[config.mk]
export PLATFORM = sky130hd
export DESIGN_NAME = fetch_unit
export DESIGN_NICKNAME = d
export VERILOG_FILES = /design/src/rtl/fetch_pkg.sv /design/src/rtl/fetch_operand_shift_reg.sv /design/src/rtl/fetch_unit.sv
export SDC_FILE = /design/constraint.sdc
export NUM_CORES = 1
export LEC_CHECK = 0
export ABC_CLOCK_PERIOD_IN_PS = 1700
export CORE_UTILIZATION = 44
export DETAILED_ROUTE_END_ITERATION = 7
export PLACE_DENSITY_LB_ADDON = 0.2
export SLEW_MARGIN = 0
export SYNTH_ARGS = -nofsm -noshare
export SYNTH_HDL_FRONTEND = slang
export SYNTH_SLANG_ARGS = --single-unit
[constraint.sdc]
create_clock -name clk -period 1.7 [get_ports clk]
set_input_delay 0.17 -clock clk [delete_from_list [all_inputs] [get_ports clk]]
set_output_delay 0.17 -clock clk [all_outputs]
set_load 0.03 [all_outputs]
[src/rtl/fetch_pkg.sv]
// -----------------------------------------------------------------------------
// fetch_pkg : shared state encoding, opcode length field and len_of() helper
// Revision  : 1.0
// -----------------------------------------------------------------------------
`default_nettype none

package fetch_pkg;

    localparam logic [2:0] c_st_idle   = 3'd0;
    localparam logic [2:0] c_st_f_op   = 3'd1;
    localparam logic [2:0] c_st_f_opnd = 3'd2;
    localparam logic [2:0] c_st_hold   = 3'd3;
    localparam logic [2:0] c_st_load   = 3'd4;

    typedef enum logic [2:0] {
        ST_IDLE   = c_st_idle,
        ST_F_OP   = c_st_f_op,
        ST_F_OPND = c_st_f_opnd,
        ST_HOLD   = c_st_hold,
        ST_LOAD   = c_st_load
    } state_t;

    localparam int c_len_msb   = 7;
    localparam int c_len_lsb   = 6;
    localparam int c_reset_pc  = 0;

    // Length field 00->0, 01->1, 1x->2, clamped to the configured maximum.
    function automatic logic [1:0] len_of(input logic [1:0] field,
                                          input logic [1:0] max_ops);
        logic [1:0] raw;
        raw = field[1] ? 2'd2 : {1'b0, field[0]};
        return (raw > max_ops) ? max_ops : raw;
    endfunction

endpackage

`default_nettype wire

[src/rtl/fetch_operand_shift_reg.sv]
// -----------------------------------------------------------------------------
// operand_shift_reg : MAX_OPS x DATA_W operand store with indexed write and clear
// Revision          : 1.0
// -----------------------------------------------------------------------------
`default_nettype none

module operand_shift_reg
    import fetch_pkg::*;
#(
    parameter int DATA_W  = 8,
    parameter int MAX_OPS = 2
) (
    input  logic                        clk,
    input  logic                        reset,
    input  logic                        clr,
    input  logic                        wr_en,
    input  logic [1:0]                  wr_idx,
    input  logic [DATA_W-1:0]           wr_data,
    output logic [MAX_OPS*DATA_W-1:0]   data
);

    logic [DATA_W-1:0] r_bytes [MAX_OPS];

    always_ff @(posedge clk or negedge reset) begin
        if (!reset) begin
            for (int i = 0; i < MAX_OPS; i++) r_bytes[i] <= '0;
        end else if (clr) begin
            for (int i = 0; i < MAX_OPS; i++) r_bytes[i] <= '0;
        end else if (wr_en) begin
            for (int i = 0; i < MAX_OPS; i++)
                if (wr_idx == 2'(i)) r_bytes[i] <= wr_data;
        end
    end

    generate
        for (genvar g = 0; g < MAX_OPS; g++) begin : g_pack
            assign data[g*DATA_W +: DATA_W] = r_bytes[g];
        end
    endgenerate

endmodule

`default_nettype wire

[src/rtl/fetch_unit.sv]
// -----------------------------------------------------------------------------
// fetch_unit : variable-length instruction fetch and RAM-to-acc load over a
//              byte-wide req/ack memory port, valid/ready hand-off to decoder
// Revision   : 1.0
// -----------------------------------------------------------------------------
`default_nettype none

module fetch_unit
    import fetch_pkg::*;
#(
    parameter int                DATA_W   = 8,
    parameter int                ADDR_W   = 8,
    parameter int                MAX_OPS  = 2,
    parameter logic [ADDR_W-1:0] RESET_PC = ADDR_W'(c_reset_pc)
) (
    input  logic                        clk,
    input  logic                        reset,
    input  logic [DATA_W-1:0]           mem_data_in,
    input  logic                        mem_ack,
    output logic                        mem_req,
    output logic [ADDR_W-1:0]           mem_addr,
    input  logic                        pc_load,
    input  logic [ADDR_W-1:0]           pc_in,
    input  logic                        ld_req,
    input  logic [ADDR_W-1:0]           ld_addr,
    output logic [DATA_W-1:0]           instr,
    output logic [MAX_OPS*DATA_W-1:0]   operands,
    output logic [1:0]                  op_count,
    output logic                        instr_valid,
    input  logic                        instr_ready,
    output logic [DATA_W-1:0]           acc,
    output logic                        acc_valid,
    output logic [ADDR_W-1:0]           pc,
    output logic                        busy
);

    state_t              r_state, w_state_nxt;
    logic [ADDR_W-1:0]   r_pc, r_ld_addr, r_pc_pend;
    logic                r_pend_vld;
    logic [DATA_W-1:0]   r_instr, r_acc;
    logic [1:0]          r_op_count, r_k;
    logic                r_acc_valid;
    logic                w_mem_req, w_opnd_clr, w_opnd_wr;
    logic [ADDR_W-1:0]   w_mem_addr;
    logic [1:0]          w_len;

    assign w_len = len_of(mem_data_in[c_len_msb:c_len_lsb], 2'(MAX_OPS));

    always_comb begin
        w_state_nxt = r_state;
        w_mem_req   = 1'b0;
        w_mem_addr  = r_pc;
        w_opnd_clr  = 1'b0;
        w_opnd_wr   = 1'b0;
        case (r_state)
            ST_IDLE: begin
                if (pc_load)     w_state_nxt = ST_IDLE;
                else if (ld_req) w_state_nxt = ST_LOAD;
                else             w_state_nxt = ST_F_OP;
            end
            ST_F_OP: begin
                w_mem_req = 1'b1;
                if (pc_load) begin
                    w_state_nxt = ST_IDLE;
                end else if (mem_ack) begin
                    w_opnd_clr  = 1'b1;
                    w_state_nxt = (w_len == 2'd0) ? ST_HOLD : ST_F_OPND;
                end
            end
            ST_F_OPND: begin
                w_mem_req = 1'b1;
                if (pc_load) begin
                    w_state_nxt = ST_IDLE;
                end else if (mem_ack) begin
                    w_opnd_wr = 1'b1;
                    if (r_k + 2'd1 == r_op_count) w_state_nxt = ST_HOLD;
                end
            end
            ST_HOLD: begin
                if (pc_load || instr_ready) w_state_nxt = ST_IDLE;
            end
            ST_LOAD: begin
                w_mem_req  = 1'b1;
                w_mem_addr = r_ld_addr;
                if (mem_ack) w_state_nxt = ST_IDLE;
            end
            default: w_state_nxt = ST_IDLE;
        endcase
    end

    always_ff @(posedge clk or negedge reset) begin
        if (!reset) begin
            r_state     <= ST_IDLE;
            r_pc        <= RESET_PC;
            r_ld_addr   <= '0;
            r_pc_pend   <= '0;
            r_pend_vld  <= 1'b0;
            r_instr     <= '0;
            r_acc       <= '0;
            r_op_count  <= '0;
            r_k         <= '0;
            r_acc_valid <= 1'b0;
        end else begin
            r_state     <= w_state_nxt;
            r_acc_valid <= 1'b0;
            case (r_state)
                ST_IDLE: begin
                    if (!pc_load && ld_req) r_ld_addr <= ld_addr;
                end
                ST_F_OP: begin
                    if (!pc_load && mem_ack) begin
                        r_instr    <= mem_data_in;
                        r_pc       <= r_pc + ADDR_W'(1);
                        r_op_count <= w_len;
                        r_k        <= '0;
                    end
                end
                ST_F_OPND: begin
                    if (!pc_load && mem_ack) begin
                        r_pc <= r_pc + ADDR_W'(1);
                        r_k  <= r_k + 2'd1;
                    end
                end
                // A jump seen during a load waits until the load has completed.
                ST_LOAD: begin
                    if (mem_ack) begin
                        r_acc       <= mem_data_in;
                        r_acc_valid <= 1'b1;
                        r_pend_vld  <= 1'b0;
                        if (pc_load)         r_pc <= pc_in;
                        else if (r_pend_vld) r_pc <= r_pc_pend;
                    end else if (pc_load) begin
                        r_pend_vld <= 1'b1;
                        r_pc_pend  <= pc_in;
                    end
                end
                default: ;
            endcase
            if (pc_load && r_state != ST_LOAD) r_pc <= pc_in;
        end
    end

    operand_shift_reg #(
        .DATA_W  (DATA_W),
        .MAX_OPS (MAX_OPS)
    ) u_opnd (
        .clk     (clk),
        .reset   (reset),
        .clr     (w_opnd_clr),
        .wr_en   (w_opnd_wr),
        .wr_idx  (r_k),
        .wr_data (mem_data_in),
        .data    (operands)
    );

    assign mem_req     = w_mem_req;
    assign mem_addr    = w_mem_addr;
    assign instr       = r_instr;
    assign op_count    = r_op_count;
    assign instr_valid = (r_state == ST_HOLD);
    assign acc         = r_acc;
    assign acc_valid   = r_acc_valid;
    assign pc          = r_pc;
    assign busy        = (r_state != ST_IDLE);

endmodule

`default_nettype wire

==> summary.json <==
{
  "min_period_ns": 1.851,
  "power.density_mw_per_mm2": 1680,
  "cp_data_required_time_ns": 1.94,
  "maxClockFrequency_mhz": 540.3,
  "grt-ovfl-total": 0,
  "finish.instance_area_sq_mm": 0.004843,
  "async_reset_ff_share_pct": 100.0,
  "ff2ff_setup_slack_ns": -0.15,
  "outcome": "finished with violations",
  "pin_count_of_the_biggest_net_entering_global_routing": 66,
  "gp_routability_congestion": 0.8286,
  "timing_worst_setup_path_type": "register to register",
  "grt_first_pass_wirelength_mm": 13.29,
  "htreeDepth": 3,
  "post-synth-top-area-fraction_pct": 52.38,
  "syn_area_per_cell_sq_um": 10.56,
  "layout_worst_path_cycle_share_pct": 108.9,
  "synthCells": 294,
  "worst_setup_path_start_kind": "register",
  "synth-main-ff-cell": "sky130_fd_sc_hd__dfrtp_1",
  "arrival_ns": 2.09,
  "clock_power_share_pct": 16.7,
  "synth_compound_gate_area_share_pct": 11.76,
  "cts_made_buffers": 9,
  "drt-pass1-iter-count": 4,
  "dp_hpwl_mm": 5.372,
  "placement_setup_slack_ns": -0.2438,
  "adder_cell_area_share_of_the_yosys_netlist_pct": 1.209,
  "synth_area_sq_mm": 0.003105,
  "min-delay-path-class": "input port to asynchronous set/reset pin",
  "r2r_endpoint": "pc[4]",
  "rsz0062_at_grt": "true",
  "hold_viol_final": 0,
  "dominant_combinational_cell_family_by_area_after_synthesis": "simple AND/OR/NAND/NOR gates",
  "antenna_violating_nets_post_route": 0,
  "antennaDiodeCount": 0,
  "drv.max_cap_violation_count": 0,
  "first_global_vias": 2703,
  "synth_cell_type_count": 50,
  "insertion_delay_ns": 0.34,
  "synth-edff-count": 0,
  "placementRows": 30,
  "end_kind": "register",
  "chipWidth_microns": 86.01,
  "dieArea_sq_mm": 0.007398,
  "finalSetupViolCount": 27,
  "synth.cells.most_frequent": "69 x sky130_fd_sc_hd__nand2_1, 65 x sky130_fd_sc_hd__dfrtp_1, 32 x sky130_fd_sc_hd__mux2_2, 32 x sky130_fd_sc_hd__o21ai_0, 8 x sky130_fd_sc_hd__nor2_1",
  "power.share.sequential_pct": 32.8,
  "synth_most_common_cell": "sky130_fd_sc_hd__nand2_1",
  "crit_path_max_fanout": 5,
  "num-nets-final": 457,
  "cts_buffer_depth": 2,
  "leakage_power_figure_nw": 2.203,
  "cts_tree": "done",
  "fp.coreArea_sq_mm": 0.006794,
  "synth.top_cells.by_area": "sky130_fd_sc_hd__dfrtp_1 52%, sky130_fd_sc_hd__mux2_2 12%, sky130_fd_sc_hd__nand2_1 8.3%, sky130_fd_sc_hd__o21ai_0 5.2%, sky130_fd_sc_hd__ha_1 1.2%",
  "p_switching_mw": 3.316,
  "avgViaCountPerCell": 5.293,
  "post_cts_clock_slew_at_the_launch_and_capture_registers_of_the_worst_setup_and_hold_paths_ns": 0.08,
  "worst_pin_slew_ns": 0.4027,
  "synth_sequential_area_ratio_pct": 52.38,
  "wl_mm": 8.841,
  "p_int_mw": 4.819,
  "floorplan.initialDensity_pct": 45.71,
  "io_buffer_count": 83,
  "failed_checks": "setup timing",
  "die_h_microns": 86.01,
  "vias": 2779,
  "cts.sinks": 65,
  "worst_skew_ns": 0.01025,
  "detail_route.drc_violations": 0,
  "synth_simple_gate_area_share_pct": 17.61,
  "mux_contribution_to_synthesized_area_pct": 12.41,
  "netSwitchingFraction_pct": 40.76,
  "reg2reg_from": "r_state[2]",
  "io_pins": 84,
  "grt_antenna_before_repair": 0,
  "ys_seq_elements": 65,
  "hold_ws_ns": 0.3622,
  "max-slew-margin-rel_pct": 72.46,
  "ctsRootBufferMaster": "sky130_fd_sc_hd__clkbuf_8",
  "worst_r2r_path_depth": 8,
  "wire_per_inst_microns": 16.84,
  "slew_viol_final": 0,
  "placed_cell_area_sq_mm": 0.004307,
  "synth-xor-area-share_pct": 1.128,
  "drtIter0Drc": 181,
  "accumulated_negative_setup_slack_ns": -2.773,
  "layout_setup_ws_ns": -0.1509,
  "synth_area_leader_cell": "sky130_fd_sc_hd__dfrtp_1",
  "syn_nets": 327,
  "max-vdd-ir-drop_mv": 1.076,
  "synthToLayoutAreaGrowth_pct": 55.96,
  "ys_warn_count": 0,
  "final_layout_size_suffix_gt1_share_pct": 34.03,
  "overall_power_after_layout_mw": 8.135,
  "groute.usage.overall_pct": 23.42,
  "share_comb_of_total_power_pct": 50.5
}
[state kept, by name, indices dropped and copies added, names as in the netlist, 3 cells and up]
| register | cells |
|---|---|
| u_opnd.data | 16 |
| acc | 8 |
| instr | 8 |
| pc | 8 |
| r_ld_addr | 8 |
| r_pc_pend | 8 |
| r_state | 3 |
[worst max-delay path by stage]
stage	start	to	slack, ns	cells past startpoint
after CTS	r_state[2]	mem_addr[2]	-0.10	5
after floorplan	r_state[1]	pc[1]	-0.1	6
after global placement	mem_ack	pc[1]	-0.20	5
final	r_state[2]	pc[4]	-0.15	8
after global routing	r_state[2]	pc[4]	-0.19	8
after detailed placement	mem_ack	pc[1]	-0.24	5
[power groups by stage]
stage | combinational, mW | sequential, mW | clock, mW
CTS | 3.96 | 2.63 | 1.38
floorplan | 1.25 | 3.50 | 0
global route | 4.34 | 2.74 | 1.46
finish | 4.11 | 2.67 | 1.36
global placement | 3.71 | 2.63 | 0
detailed placement | 3.76 | 2.65 | 0
[through the flow]
| stage | util [%] | instances |
|---|---|---|
| CTS | 69.26 | 522 |
| finish | 71.29 | 525 |
| global route | 71.29 | 525 |
| detailed placement | 63.39 | 494 |
| global placement | 63.39 | 494 |
| floorplan | - | 294 |
[routing by layer]
layer	share of wire, %	GRT usage [%]	wire length (microns)
met5	0	0	0
met1	44	32.58	3868
met4	2.5	10.45	223
met3	6.8	4.331	603
met2	47	35.71	4145
[timing repair]
action | CTS | global route
hold buffers | 1 | 0
endpoints found under the setup margin | 17 | 37
cloned | 1 | 2
endpoints found under the hold margin | 65 | 0
pin swaps | 13 | 5
buffers inserted | 10 | 1
gates resized for setup | 43 | 34
[worst max-delay path, cell delays in order (launching register included)]
cell	delay [ns]
sky130_fd_sc_hd__dfrtp_1	0.43
sky130_fd_sc_hd__buf_6	0.14
sky130_fd_sc_hd__nor3b_4	0.28
sky130_fd_sc_hd__buf_4	0.21
sky130_fd_sc_hd__buf_4	0.12
sky130_fd_sc_hd__buf_4	0.15
sky130_fd_sc_hd__nor2_2	0.07
sky130_fd_sc_hd__o2bb2ai_1	0.13
sky130_fd_sc_hd__a32o_1	0.20
[placed cells by master, fill, tap and decap left out, drive strengths merged, types with 3 or more instances in the layout]
| cell type | n |
|---|---|
| clkbuf | 10 |
| buf | 61 |
| mux2 | 33 |
| clkdlybuf4s50 | 65 |
| nand3 | 5 |
| ha | 3 |
| nand2b | 4 |
| clkinv | 4 |
| dlygate4sd2 | 4 |
| dfrtp | 65 |
| nand2 | 70 |
| xnor2 | 3 |
| a31oi | 4 |
| inv | 4 |
| o21ai | 35 |
| and2 | 3 |
| nor3 | 4 |
| nor2 | 8 |
[final cells by class]
class / count / area [sq um]
clock buffer: 10 / 137.6
clock inverter: 6 / 67.56
inverter: 5 / 18.77
fill: 477 / 1951
tap: 96 / 120.1
timing repair buffer: 133 / 1330
multi-input combinational: 210 / 1539
sequential: 65 / 1630
[cell families after synthesis]
kind of cell	count (synthesis)
simple gates	109
buf+inv	20
fa+ha+maj	3
mux	34
flops	65
compound gates	59
xor+xnor	4
Note: power is estimated with default switching activity, not from simulation.
